**config.mk**
```make
export PLATFORM = sky130hd
export DESIGN_NAME = qstage_cfg_ctrl
export DESIGN_NICKNAME = d
export VERILOG_FILES = /design/src/rtl/qtree_cfg_pkg.sv /design/src/rtl/cfg_cmd_fifo.sv /design/src/rtl/qstage_cfg_ctrl.sv
export SDC_FILE = /design/constraint.sdc
export NUM_CORES = 1
export LEC_CHECK = 0
export CAP_MARGIN = 20
export CORE_ASPECT_RATIO = 1.4
export CORE_MARGIN = 10
export CORE_UTILIZATION = 30
export DETAILED_ROUTE_END_ITERATION = 16
export GPL_ROUTABILITY_DRIVEN = 1
export PLACE_DENSITY = 0.57
export SETUP_SLACK_MARGIN = 0.02
export SLEW_MARGIN = 20
export SYNTH_ARGS = -nofsm -noshare
export SYNTH_HDL_FRONTEND = slang
export SYNTH_HIERARCHICAL = 1
export SYNTH_SLANG_ARGS = --single-unit
```
**constraint.sdc**
```tcl
create_clock -name clk_i -period 3.9 [get_ports clk_i]
set_input_delay 0.585 -clock clk_i [delete_from_list [all_inputs] [get_ports clk_i]]
set_output_delay 0.585 -clock clk_i [all_outputs]
set_load 0.005 [all_outputs]
```
**src/rtl/qtree_cfg_pkg.sv**
```systemverilog
// Shared types for the quadtree configuration path: command payload,
// node layout and the per-stage address width rule.
package qtree_cfg_pkg;

  localparam int unsigned CFG_STAGES  = 4;
  localparam int unsigned CFG_STAGE_W = (CFG_STAGES > 1) ? $clog2(CFG_STAGES) : 1;
  localparam int unsigned CFG_ADDR_W  = (2 * (CFG_STAGES - 1) > 1) ? 2 * (CFG_STAGES - 1) : 1;
  localparam int unsigned CFG_KEY_W   = 16;
  localparam int unsigned NODE_W      = 3 * CFG_KEY_W;

  typedef enum logic {
    OP_WRITE = 1'b0,
    OP_CLEAR = 1'b1
  } cfg_op_t;

  typedef struct packed {
    logic [CFG_KEY_W-1:0] l;
    logic [CFG_KEY_W-1:0] m;
    logic [CFG_KEY_W-1:0] r;
  } ram_data_t;

  typedef struct packed {
    cfg_op_t                op;
    logic [CFG_STAGE_W-1:0] stage;
    logic [CFG_ADDR_W-1:0]  addr;
    ram_data_t              data;
  } cfg_cmd_t;

  // Node-table address width of stage s: max(1, 2*s).
  function automatic int unsigned stage_aw(input int unsigned s);
    return (2 * s > 1) ? 2 * s : 1;
  endfunction

endpackage

```
**src/rtl/cfg_cmd_fifo.sv**
```systemverilog
// Command FIFO for qstage_cfg_ctrl.
// Ports: clk_i/rst_i (async, active-high), push_i + push_data_i write,
// pop_i advances the head, head_c is the combinational head entry,
// full_o/empty_o are registered occupancy flags.
// Callers never push when full nor pop when empty.
module cfg_cmd_fifo
  import qtree_cfg_pkg::*;
#(
  parameter int unsigned DEPTH = 4
) (
  input  logic     clk_i,
  input  logic     rst_i,
  input  logic     push_i,
  input  cfg_cmd_t push_data_i,
  input  logic     pop_i,
  output cfg_cmd_t head_c,
  output logic     full_o,
  output logic     empty_o
);

  localparam int unsigned PW = (DEPTH > 1) ? $clog2(DEPTH) : 1;
  localparam int unsigned CW = PW + 1;

  cfg_cmd_t      mem_q [DEPTH];
  logic [PW-1:0] wr_ptr_q;
  logic [PW-1:0] rd_ptr_q;
  logic [CW-1:0] count_q;
  logic [CW-1:0] count_c;

  // Occupancy after this edge; flags are registered from it.
  always_comb begin
    count_c = count_q;
    if (push_i && !pop_i) begin
      count_c = count_q + CW'(1);
    end else if (pop_i && !push_i) begin
      count_c = count_q - CW'(1);
    end
  end

  always_ff @(posedge clk_i or posedge rst_i) begin
    if (rst_i) begin
      wr_ptr_q <= '0;
      rd_ptr_q <= '0;
      count_q  <= '0;
      full_o   <= 1'b0;
      empty_o  <= 1'b1;
    end else begin
      if (push_i) wr_ptr_q <= wr_ptr_q + PW'(1);
      if (pop_i)  rd_ptr_q <= rd_ptr_q + PW'(1);
      count_q <= count_c;
      full_o  <= (count_c == CW'(DEPTH));
      empty_o <= (count_c == '0);
    end
  end

  // Storage needs no reset; validity is tracked by the pointers.
  always_ff @(posedge clk_i) begin
    if (push_i) mem_q[wr_ptr_q] <= push_data_i;
  end

  assign head_c = mem_q[rd_ptr_q];

endmodule

```
**src/rtl/qstage_cfg_ctrl.sv**
```systemverilog
// Configuration controller for the quadtree lookup pipeline.
// Buffers host WRITE/CLEAR commands and turns them into one-hot,
// single-cycle node-table write strobes, one write per cycle.
// Ports:
//   clk_i, rst_i        clock, asynchronous active-high reset
//   cmd_valid_i/ready_o command handshake (ready = !fifo_full, registered)
//   cmd_op_i/stage_i/addr_i/data_i  command fields
//   wr_en_o/addr_o/data_o  registered write bus shared by all stages
//   busy_o, done_o, err_o  status; err_o marks a dropped command
// Command payload widths come from qtree_cfg_pkg; ADDR_WIDTH and
// DATA_WIDTH are expected to match them.
module qstage_cfg_ctrl
  import qtree_cfg_pkg::*;
#(
  parameter int unsigned STAGES     = CFG_STAGES,
  parameter int unsigned ADDR_WIDTH = CFG_ADDR_W,
  parameter int unsigned DATA_WIDTH = CFG_KEY_W,
  parameter int unsigned FIFO_DEPTH = 4,
  localparam int unsigned SW        = (STAGES > 1) ? $clog2(STAGES) : 1,
  localparam int unsigned DW3       = 3 * DATA_WIDTH
) (
  input  logic                  clk_i,
  input  logic                  rst_i,
  input  logic                  cmd_valid_i,
  output logic                  cmd_ready_o,
  input  logic                  cmd_op_i,
  input  logic [SW-1:0]         cmd_stage_i,
  input  logic [ADDR_WIDTH-1:0] cmd_addr_i,
  input  logic [DW3-1:0]        cmd_data_i,
  output logic [STAGES-1:0]     wr_en_o,
  output logic [ADDR_WIDTH-1:0] wr_addr_o,
  output logic [DW3-1:0]        wr_data_o,
  output logic                  busy_o,
  output logic                  done_o,
  output logic                  err_o
);

  typedef enum logic [1:0] {
    ST_IDLE  = 2'd0,
    ST_WRITE = 2'd1,
    ST_CLEAR = 2'd2
  } state_t;

  state_t                 state_q;
  logic [CFG_STAGE_W-1:0] stage_q;
  logic [CFG_ADDR_W-1:0]  addr_q;
  ram_data_t              data_q;
  logic [CFG_ADDR_W-1:0]  cnt_q;
  logic [CFG_ADDR_W-1:0]  last_c;

  cfg_cmd_t push_cmd;
  cfg_cmd_t head;
  logic     push_c;
  logic     pop_c;
  logic     fifo_full;
  logic     fifo_empty;

  assign cmd_ready_o = ~fifo_full;
  assign push_c      = cmd_valid_i & cmd_ready_o;
  assign pop_c       = (state_q == ST_IDLE) & ~fifo_empty;

  always_comb begin
    push_cmd       = '0;
    push_cmd.op    = cfg_op_t'(cmd_op_i);
    push_cmd.stage = CFG_STAGE_W'(cmd_stage_i);
    push_cmd.addr  = CFG_ADDR_W'(cmd_addr_i);
    push_cmd.data  = ram_data_t'(NODE_W'(cmd_data_i));
  end

  cfg_cmd_fifo #(
    .DEPTH(FIFO_DEPTH)
  ) u_fifo (
    .clk_i      (clk_i),
    .rst_i      (rst_i),
    .push_i     (push_c),
    .push_data_i(push_cmd),
    .pop_i      (pop_c),
    .head_c     (head),
    .full_o     (fifo_full),
    .empty_o    (fifo_empty)
  );

  // Final sweep address of the stage being cleared.
  assign last_c = CFG_ADDR_W'((32'd1 << stage_aw(32'(stage_q))) - 32'd1);

  // Sequencer: pop in IDLE, then one WRITE strobe or a full CLEAR sweep.
  always_ff @(posedge clk_i or posedge rst_i) begin
    if (rst_i) begin
      state_q   <= ST_IDLE;
      stage_q   <= '0;
      addr_q    <= '0;
      data_q    <= '0;
      cnt_q     <= '0;
      wr_en_o   <= '0;
      wr_addr_o <= '0;
      wr_data_o <= '0;
      busy_o    <= 1'b0;
      done_o    <= 1'b0;
      err_o     <= 1'b0;
    end else begin
      wr_en_o <= '0;
      done_o  <= 1'b0;
      err_o   <= 1'b0;
      // Stays high through the final done_o cycle, drops one cycle later.
      busy_o  <= (state_q != ST_IDLE) | ~fifo_empty | push_c;

      case (state_q)
        ST_IDLE: begin
          if (!fifo_empty) begin
            stage_q <= head.stage;
            addr_q  <= head.addr;
            data_q  <= head.data;
            cnt_q   <= '0;
            if (32'(head.stage) >= STAGES) begin
              done_o <= 1'b1;
              err_o  <= 1'b1;
            end else if (head.op == OP_CLEAR) begin
              state_q <= ST_CLEAR;
            end else begin
              state_q <= ST_WRITE;
            end
          end
        end
        ST_WRITE: begin
          wr_en_o   <= STAGES'(1) << stage_q;
          wr_addr_o <= ADDR_WIDTH'(addr_q);
          wr_data_o <= DW3'(data_q);
          done_o    <= 1'b1;
          state_q   <= ST_IDLE;
        end
        ST_CLEAR: begin
          // All-ones nodes steer every key to child 0.
          wr_en_o   <= STAGES'(1) << stage_q;
          wr_addr_o <= ADDR_WIDTH'(cnt_q);
          wr_data_o <= '1;
          cnt_q     <= cnt_q + CFG_ADDR_W'(1);
          if (cnt_q == last_c) begin
            done_o  <= 1'b1;
            state_q <= ST_IDLE;
          end
        end
        default: state_q <= ST_IDLE;
      endcase
    end
  end

endmodule

```
== Word level (Yosys, flattened, before mapping) ==
Memories as Yosys holds them, arrays and structs flattened.
Cells that the tools add are included.

* Register bits after elaboration: 133
* RAM bits: 228
* Input bits: 60
* Output and inout port bits: 62
* Logic and storage cells: 68
* Memories: 1

{| class="wikitable"
|+ Memory list
! memory !! words !! bits a word !! read ports !! clocked after memory_dff !! write ports !! line !! RTL
|-
| u_fifo.mem_q || 4 || 57 || 1 || 0 || 1 || cfg_cmd_fifo.sv:24 || <nowiki>cfg_cmd_t mem_q [DEPTH];</nowiki>
|}

* Add/sub/neg operators: 6
* $lt $le $gt $ge: 1
* Equal/unequal tests: 6
* Shift operators: 2
* Multiplexer cells: 16
* Bitwise logic cells: 6
* Reductions and logical operators: 13

{| class="wikitable"
|+ Operators with widths
! operator !! number
|-
| $pmux 48 s2 || 1
|-
| $pmux 6 s2 || 2
|-
| $mux 3 || 3
|-
| $add 6x1->6 const B || 1
|-
| $eq 6x6->1 || 1
|-
| $mux 2 || 3
|-
| $mux 6 || 1
|-
| $reduce_and 2->1 || 3
|-
| $reduce_bool 2->1 || 3
|-
| $shl 1x3->6 const A || 1
|-
| $sub 6x1->6 const B || 1
|-
| $add 2x1->2 const B || 2
|-
| $mux 4 || 1
|-
| $ne 2x2->1 const B || 2
|-
| $pmux 2 s2 || 1
|-
| $shl 1x2->4 const A || 1
|-
| $add 3x1->3 const B || 1
|-
| $eq 3x3->1 const B || 1
|-
| $gt 3x1->1 const B || 1
|-
| $logic_not 3->1 || 1
|-
| $mux 1 || 3
|-
| $sub 3x1->3 const B || 1
|-
| $and 1x1->1 || 2
|-
| $eq 2x1->1 const B || 1
|-
| other kinds (8) || 12
|}

== Logic depth before layout (Yosys ltp) ==
Gate-level depths: netlist of the first run.

* Depth in word-level cells: 7
* Gate-level depth with buffers: 10
* Gate-level depth less buffers: 7

== Cells and area by module ==
The synthesis of the first run kept the hierarchy.

{| class="wikitable"
|+ Modules (own cells, without submodules)
! module !! times used !! cells each !! area an instance (µm²) !! seq. area each (µm²)
|-
| cfg_cmd_fifo || 1 || 351 || 8,784.7 || 7,073.0
|-
| qstage_cfg_ctrl || 1 || 546 || 5,052.3 || 3,103.0
|}

== Worst setup path before layout of the first run ==
No wires, ideal clock.

* Kind: input to register
* From: input cmd_valid_i
* To: memory u_fifo/mem_q[0][0] in the netlist's numbering (enable)
* Setup time: 0.421 ns
* Data arrival time: 2.423 ns
* Required time: 3.479 ns
* Path slack: 1.056 ns
* Cell stages on the path: 4
* Buffers on the path: 2
* Cell sequence: nor2b_1 -> buf_4 -> buf_2 -> and2_1

* Longest elaborated chain between the ends: 3

{| class="wikitable"
|+ RTL lines
! item !! line !! RTL
|-
| start, declared || qstage_cfg_ctrl.sv:24 || <nowiki>input logic cmd_valid_i,</nowiki>
|-
| $and 1x1->1 || qstage_cfg_ctrl.sv:59 || <nowiki>assign push_c = cmd_valid_i & cmd_ready_o;</nowiki>
|-
| $mux 1 || cfg_cmd_fifo.sv:58 || <nowiki>if (push_i) mem_q[wr_ptr_q] <= push_data_i;</nowiki>
|-
| $mux 1 (not written as such) || cfg_cmd_fifo.sv:58 ||
|-
| end, declared || cfg_cmd_fifo.sv:24 ||
|}

Every way passes these cells.

== Worst setup path after layout of the first run ==
* From: input cmd_valid_i
* To: memory u_fifo/mem_q[2][4] in the netlist's numbering (enable)

* Longest elaborated chain between the ends: 3

{| class="wikitable"
|+ RTL lines
! item !! line !! RTL
|-
| $and 1x1->1 || qstage_cfg_ctrl.sv:59 ||
|-
| net push_c || qstage_cfg_ctrl.sv:53 || <nowiki>logic push_c;</nowiki>
|-
| $mux 1 || cfg_cmd_fifo.sv:58 ||
|-
| $mux 1 (not written as such) || cfg_cmd_fifo.sv:58 ||
|}

The timed path passes the listed nets, and every way through them passes these cells.

==> flow_metrics.py, run 1 <==
metrics = {
    "run_status": {
        "status": "complete, no violations",
    },
    "critical_path": {
        "timing.critical_path.from_type": "input pin",
        "timing.critical_path.cells": "clkdlybuf4s50_1 -> nor2b_1 -> buf_4 -> and2_4",
        "r2r_setup_slack_ns": 1.68,
        "r2r_end": "u_fifo/rd_ptr_q[1]",
        "longest_individual_stage_delay_on_the_worst_path_ns": 0.80,
        "critical_path_required_ns": 4.04,
        "cpLargestDelayFamily": "simple AND/OR/NAND/NOR gates",
        "startpoint_of_the_most_critical_register_to_register_path": "state_q[0]",
        "ff2ff_path_depth": 7,
        "worst_ep_arrival_time_ns": 2.39,
        "path_class": "in -> reg",
        "timing.critical_path.slowest_stage_cell": "and2_4",
        "critPathCaptureType": "flip-flop",
        "worst-path-buf-inv": 2,
        "critPathMaxFanout": 57,
    },
    "cts": {
        "postCtsSetupBuffers": 0,
        "tritoncts": "done",
        "clkSlewWorstSetupHoldPaths_ns": 0.07,
        "clock-root-buffer": "clkbuf_16",
        "clkLatencyLatePin_ns": 0.54,
        "max-clock-path-buffers": 3,
        "ctsHoldBuffers": 0,
        "tritoncts.num_buffers": 36,
        "post_cts_resized": 0,
        "clk_sink_count": 361,
        "cts.htree.levels": 2,
    },
    "logic_synthesis": {
        "synthesized_cell_area_um2": 13840,
        "edff_count_synth": 228,
        "async_flop_share": 0.3684,
        "synth-warning-count": 6,
        "synth.avg_cell_area_um2": 15.43,
        "synth.yosys.seq_area_share": 0.7354,
        "synth.net_count": 967,
        "syn-instance-count": 897,
        "number_of_distinct_library_cells_after_synthesis": 51,
        "yosys_register_bits": 361,
        "dominantRegCellSynth": "edfxtp_1",
    },
    "sta": {
        "timing.final.max_slew_violations": 0,
        "timing.setup.tns_ns": 0,
        "tightest_slew_ns": 0.9606,
        "unrepaired_setup_endpoints_after_global_routing": "no",
        "final_period_minus_worst_setup_slack_ns": 2.250,
        "clock-skew-final_ns": 0.02579,
        "finalSetupViolCount": 0,
        "report.final.hold_viol_count": 0,
        "worst_slew_margin_rel": 0.3596,
        "final_critical_path_share_of_the_clock_period": 0.5769,
        "max_freq_mhz": 444.4,
        "timing.final.ws_setup_ns": 1.650,
    },
    "routing": {
        "via_count": 7458,
        "drcViolationCount": 0,
        "antenna_violating_nets_post_route": 0,
        "drt_pre_antenna_iters": 4,
        "totalWireLength_mm": 30.70,
        "post_drt_wl_per_cell_um": 18.50,
        "drt-vias-per-instance": 4.495,
        "dr.first_iter.drc_count": 403,
    },
    "finish": {
        "syn2layout_area_growth_pct": 21.48,
        "nNetsFinal": 1083,
        "final_design_area_no_fill_um2": 16810,
        "final_common_cell": "edfxtp_1",
        "layout.cells.most_common_list": "edfxtp_1 (228), nand2_1 (180), dfrtp_1 (130), clkdlybuf4s50_1 (120), nor2_1 (95)",
        "final_layout_size_suffix_gt1_frac": 0.1374,
        "post-route-util": 0.3667,
        "post_layout_nonfiller_instances": 1659,
        "final.fill_count": 4366,
    },
    "global_routing": {
        "largest_net_degree_at_the_start_of_global_routing": 125,
        "global_route.overflow_total": 0,
        "grt.total_usage": 0.1122,
        "grt_antenna_before_repair": 7,
        "grt_pass1_wl_mm": 48.30,
        "vias_in_the_first_global_route": 8024,
    },
    "hold_path": {
        "min_path_type": "in -> async",
    },
    "power_and_ir_drop": {
        "max-vdd-ir-drop_mv": 0.3745,
        "leakagePower_nw": 6.195,
        "power.density_cell_area_nw_per_um2": 804.9,
    },
    "run": {
        "max_cap_viol_count": 0,
    },
    "floorplanning": {
        "initial_core_util": 0.3018,
        "std_cell_rows": 93,
        "core_area_um2": 45850,
        "fp.dieH_um": 274.1,
        "die-area_um2": 55240,
        "pin_count": 122,
        "dieWidth_um": 201.5,
    },
    "placed_design": {
        "port_buffers": 120,
        "dpl_worst_slack_ns": 1.112,
        "dp.final_hpwl_mm": 19.18,
        "dp_cells": 1592,
        "place.gp.congestion": 0.7636,
        "post_dp_cell_area_um2": 15680,
    },
}
[synthesized netlist by cell type (2+ instances only)]
master	number	area, um^2
buf_4	6	45.04
mux2i_1	8	80.08
buf_2	15	75.07
nor3_1	6	30.03
clkbuf_1	15	56.30
a211oi_1	3	22.52
buf_6	3	33.78
nor4b_2	3	45.04
and2_1	5	31.28
a21oi_1	51	255.2
buf_12	2	40.04
clkbuf_2	2	10.01
nor2_1	95	356.6
o21ai_0	5	25.02
nand2_1	180	675.7
o31ai_1	2	15.01
nand3_1	3	15.01
dfrtp_1	132	3303
and3_1	2	12.51
mux4_2	57	1284
xor2_1	2	17.52
buf_1	11	41.29
nor2b_1	2	12.51
xnor2_1	5	43.79
nand3b_1	2	15.01
o22a_1	7	61.31
edfxtp_1	228	6847
nor4_2	2	25.02
nand2b_1	2	12.51
inv_1	11	41.29
ha_1	10	125.1
[final cells by class]
| cell class | instances | area (um^2) | share of cell area |
|---|---|---|---|
| clock inverters | 16 | 142.6 | 0.008485 |
| flip-flops and latches | 361 | 10180 | 0.6058 |
| repair buffers | 132 | 1329 | 0.07905 |
| inverters | 12 | 48.80 | 0.002903 |
| multi-input cells | 470 | 3347 | 0.1991 |
| diodes | 1 | 2.502 | 0.0001489 |
| clock buffers | 50 | 984.7 | 0.05858 |
| well taps | 617 | 772.0 | 0.04592 |
[where the power goes]
| group | switching [mW] | internal, mW |
|---|---|---|
| logic | 2.19 | 2.00 |
| clock network | 1.46 | 1.87 |
| registers | 0.743 | 5.27 |
| total | 4.39 | 9.14 |
[stage by stage]
stage / hold slack (ns) / total power, mW
final: 0.4458 / 13.53
after global routing: 0.4862 / 14.49
after detailed placement: 0.4628 / 10.41
after floorplan: 0.4122 / 8.736
after CTS: 0.4522 / 13.80
after global placement: 0.4596 / 10.31
[cell families (layout without fill, tap and decap cells)]
group | after synthesis | in the layout | synth area share
XOR/XNOR | 7 | 7 | 0.004431
other | 1 | 2 | 0.0002710
flip-flops | 361 | 361 | 0.7354
adder cells (fa/ha/maj) | 10 | 10 | 0.009042
AND/OR/NAND/NOR | 308 | 308 | 0.09268
buffers and inverters | 66 | 210 | 0.02505
multiplexers | 65 | 65 | 0.09856
AO/OA/AOI/OAI | 79 | 79 | 0.03454
[per-layer routing]
layer	GRT usage	wire, um	vias up
met4	0.04400	899	10
met5	0	57	-
met2	0.1934	15440	135
met1	0.1314	12800	3788
li1	-	-	3465
met3	0.02917	1502	60
[worst max-delay path by stage]
stage	start	to	slack, ns	depth (start not counted)
after global routing	state_q[0]	u_fifo/rd_ptr_q[1]	1.48	7
after global placement	cmd_valid_i	u_fifo/mem_q[2][4]	1.11	4
after CTS	u_fifo/rd_ptr_q[0]	data_q[22]	1.63	4
after detailed placement	cmd_valid_i	u_fifo/mem_q[3][40]	1.11	5
after floorplan	cmd_valid_i	u_fifo/mem_q[0][0]	1.06	4
final	cmd_valid_i	u_fifo/mem_q[2][4]	1.65	4
[state kept, by name, summed over array words and instances (netlist names), 3 cells and up]
| name | cells |
|---|---|
| wr_data_o | 48 |
| wr_addr_o | 6 |
| cnt_q | 6 |
| u_fifo/mem_q | 228 |
| wr_en_o | 4 |
| data_q | 48 |
| u_fifo/count_q | 3 |
| addr_q | 6 |
(Power assumes the default switching activity.)
==> run 2, diff against run 1 <==
- clock period: 3.9 -> 2 ns (I/O delays scaled with it)
==> run 2 against run 1 <==
Non-clock buffer count grew 27. Routed wire length is 2.4% higher. Die area stayed put. Core utilization is 1.2 points higher. Critical path type is now reg -> reg. Largest cell class unchanged. Highest routed layer unchanged.
==> flow_metrics.py, run 2 (synthesis gave the netlist of run 1 again) <==
metrics = {
    "routing": {
        "totalWireLength_mm": 31.45,
        "drt-vias-per-instance": 4.456,
        "antenna_violating_nets_post_route": 0,
        "via_count": 7499,
        "drcViolationCount": 0,
        "drt_pre_antenna_iters": 4,
        "dr.first_iter.drc_count": 383,
        "post_drt_wl_per_cell_um": 18.68,
    },
    "placed_design": {
        "port_buffers": 120,
        "place.gp.congestion": 0.7313,
        "dp.final_hpwl_mm": 21.49,
        "dpl_worst_slack_ns": -0.05817,
    },
    "global_routing": {
        "global_route.overflow_total": 0,
        "met2_usage": 0.2116,
        "grt_pass1_wl_mm": 48.80,
        "grt_antenna_before_repair": 3,
        "grt.total_usage": 0.1137,
        "largest_net_degree_at_the_start_of_global_routing": 80,
        "top_usage_layer": "met2",
        "grtUsageMet1": 0.1275,
        "met3_capacity_usage_during_global_routing": 0.02362,
        "vias_in_the_first_global_route": 8150,
    },
    "sta": {
        "report.final.hold_viol_count": 0,
        "final_period_minus_worst_setup_slack_ns": 1.827,
        "finalSetupViolCount": 0,
        "timing.final.max_slew_violations": 0,
        "clock-skew-final_ns": 0.02030,
        "unrepaired_setup_endpoints_after_global_routing": "no",
        "max_freq_mhz": 547.4,
        "tightest_slew_ns": 0.7141,
        "worst_hold_slack_ns": 0.1175,
        "final_critical_path_share_of_the_clock_period": 0.9135,
        "timing.final.ws_setup_ns": 0.1730,
        "worst_slew_margin_rel": 0.5240,
    },
    "cts": {
        "clk_sink_count": 361,
        "clock-root-buffer": "clkbuf_16",
        "tritoncts.num_buffers": 35,
        "cts.htree.levels": 2,
        "tritoncts": "done",
        "postCtsSetupBuffers": 0,
        "clkLatencyLatePin_ns": 0.54,
        "clkSlewWorstSetupHoldPaths_ns": 0.07,
        "ctsHoldBuffers": 0,
        "max-clock-path-buffers": 3,
        "post_cts_resized": 0,
    },
    "floorplanning": {
        "dieWidth_um": 201.5,
        "core_area_um2": 45850,
        "die-area_um2": 55240,
        "std_cell_rows": 93,
        "fp.dieH_um": 274.1,
        "initial_core_util": 0.3018,
        "pin_count": 122,
    },
    "critical_path": {
        "timing.critical_path.from_type": "flip-flop",
        "r2r_end": "wr_data_o[45]",
        "cpLargestDelayFamily": "adder cells",
        "path_class": "reg -> reg",
        "longest_individual_stage_delay_on_the_worst_path_ns": 0.53,
        "critPathMaxFanout": 35,
        "timing.critical_path.slowest_stage_cell": "ha_4",
        "startpoint_of_the_most_critical_register_to_register_path": "state_q[0]",
        "ff2ff_path_depth": 4,
        "worst_ep_arrival_time_ns": 2.24,
        "critical_path_required_ns": 2.41,
        "r2r_setup_slack_ns": 0.17,
        "timing.critical_path.cells": "inv_1 -> ha_4 -> nand2_1 -> o22a_1",
        "critPathCaptureType": "flip-flop",
        "worst-path-buf-inv": 1,
    },
    "finish": {
        "ff_latch_area_um2": 10180,
        "layout.cells.most_common_list": "edfxtp_1 (228), nand2_1 (180), dfrtp_1 (130), clkdlybuf4s50_1 (120), nor2_1 (95)",
        "final_common_cell": "edfxtp_1",
        "number_of_flip_flops_under_the_largest_register_name": 228,
        "nNetsFinal": 1109,
        "largest_registers": "u_fifo/mem_q x228, data_q x48, wr_data_o x48",
        "total_inserted_antenna_cells": 0,
        "final_layout_size_suffix_gt1_frac": 0.1632,
        "multiInputGateArea_um2": 3347,
        "syn2layout_area_growth_pct": 25.37,
        "top_reg_by_flops": "u_fifo/mem_q",
        "final.fill_count": 4362,
    },
    "run": {
        "max_cap_viol_count": 0,
    },
    "power_and_ir_drop": {
        "power.density_cell_area_nw_per_um2": 1590,
        "max-vdd-ir-drop_mv": 0.5518,
        "leakagePower_nw": 6.456,
    },
    "hold_path": {
        "min_path_type": "in -> async",
    },
    "run_status": {
        "status": "complete, no violations",
    },
}
-- run 2: cell types whose count changed in the layout (fill, tap and decap cells not counted), sizes merged --
cell    before  now
bufinv       1    5
clkbuf      50   42
inv         16   13
clkinv       7   12
diode        1    0
buf         12   39
-- run 2: area by class of cell --
| class | count | share of cell area |
|---|---|---|
| multi-input cells | 470 | 0.1929 |
| inverters | 12 | 0.002813 |
| clock buffers | 42 | 0.05431 |
| clock inverters | 22 | 0.01644 |
| well taps | 617 | 0.04450 |
| flip-flops and latches | 361 | 0.5870 |
| repair buffers | 159 | 0.1020 |
-- run 2: how the worst max path moves through the flow --
stage / depth (start not counted) / startpoint / end
final: 4 / state_q[0] / wr_data_o[45]
after global routing: 4 / state_q[0] / wr_data_o[15]
after CTS: 1 / wr_data_o[10] / wr_data_o[10]
after detailed placement: 6 / cmd_valid_i / u_fifo/full_o
after global placement: 6 / cmd_valid_i / u_fifo/full_o
after floorplan: 4 / u_fifo/full_o / u_fifo/mem_q[0][0]
-- run 2: through the flow --
step                setup TNS, ns  cell area [um^2]  power, mW    util  instances
detailed placement       -0.05817             16120      21.05  0.3516       1619
global placement         -0.01745             16120      20.87  0.3516       1619
CTS                             0             17350      28.08  0.3784       1683
finish                          0             17350      27.57  0.3784       1683
global route                    0             17350      29.40  0.3784       1683
floorplan                 -0.3058             13850      17.02       -        897
-- run 2: layer usage --
layer / up-vias / share of wire
met4: 4 / 0.019
met3: 46 / 0.043
li1: 3524 / -
met2: 136 / 0.55
met1: 3789 / 0.39
met5: - / 0.00073
-- run 2: report_power, final --
part / internal, mW / switching [mW]
registers: 10.3 / 1.21
logic: 4.46 / 4.70
clock network: 4.07 / 2.86
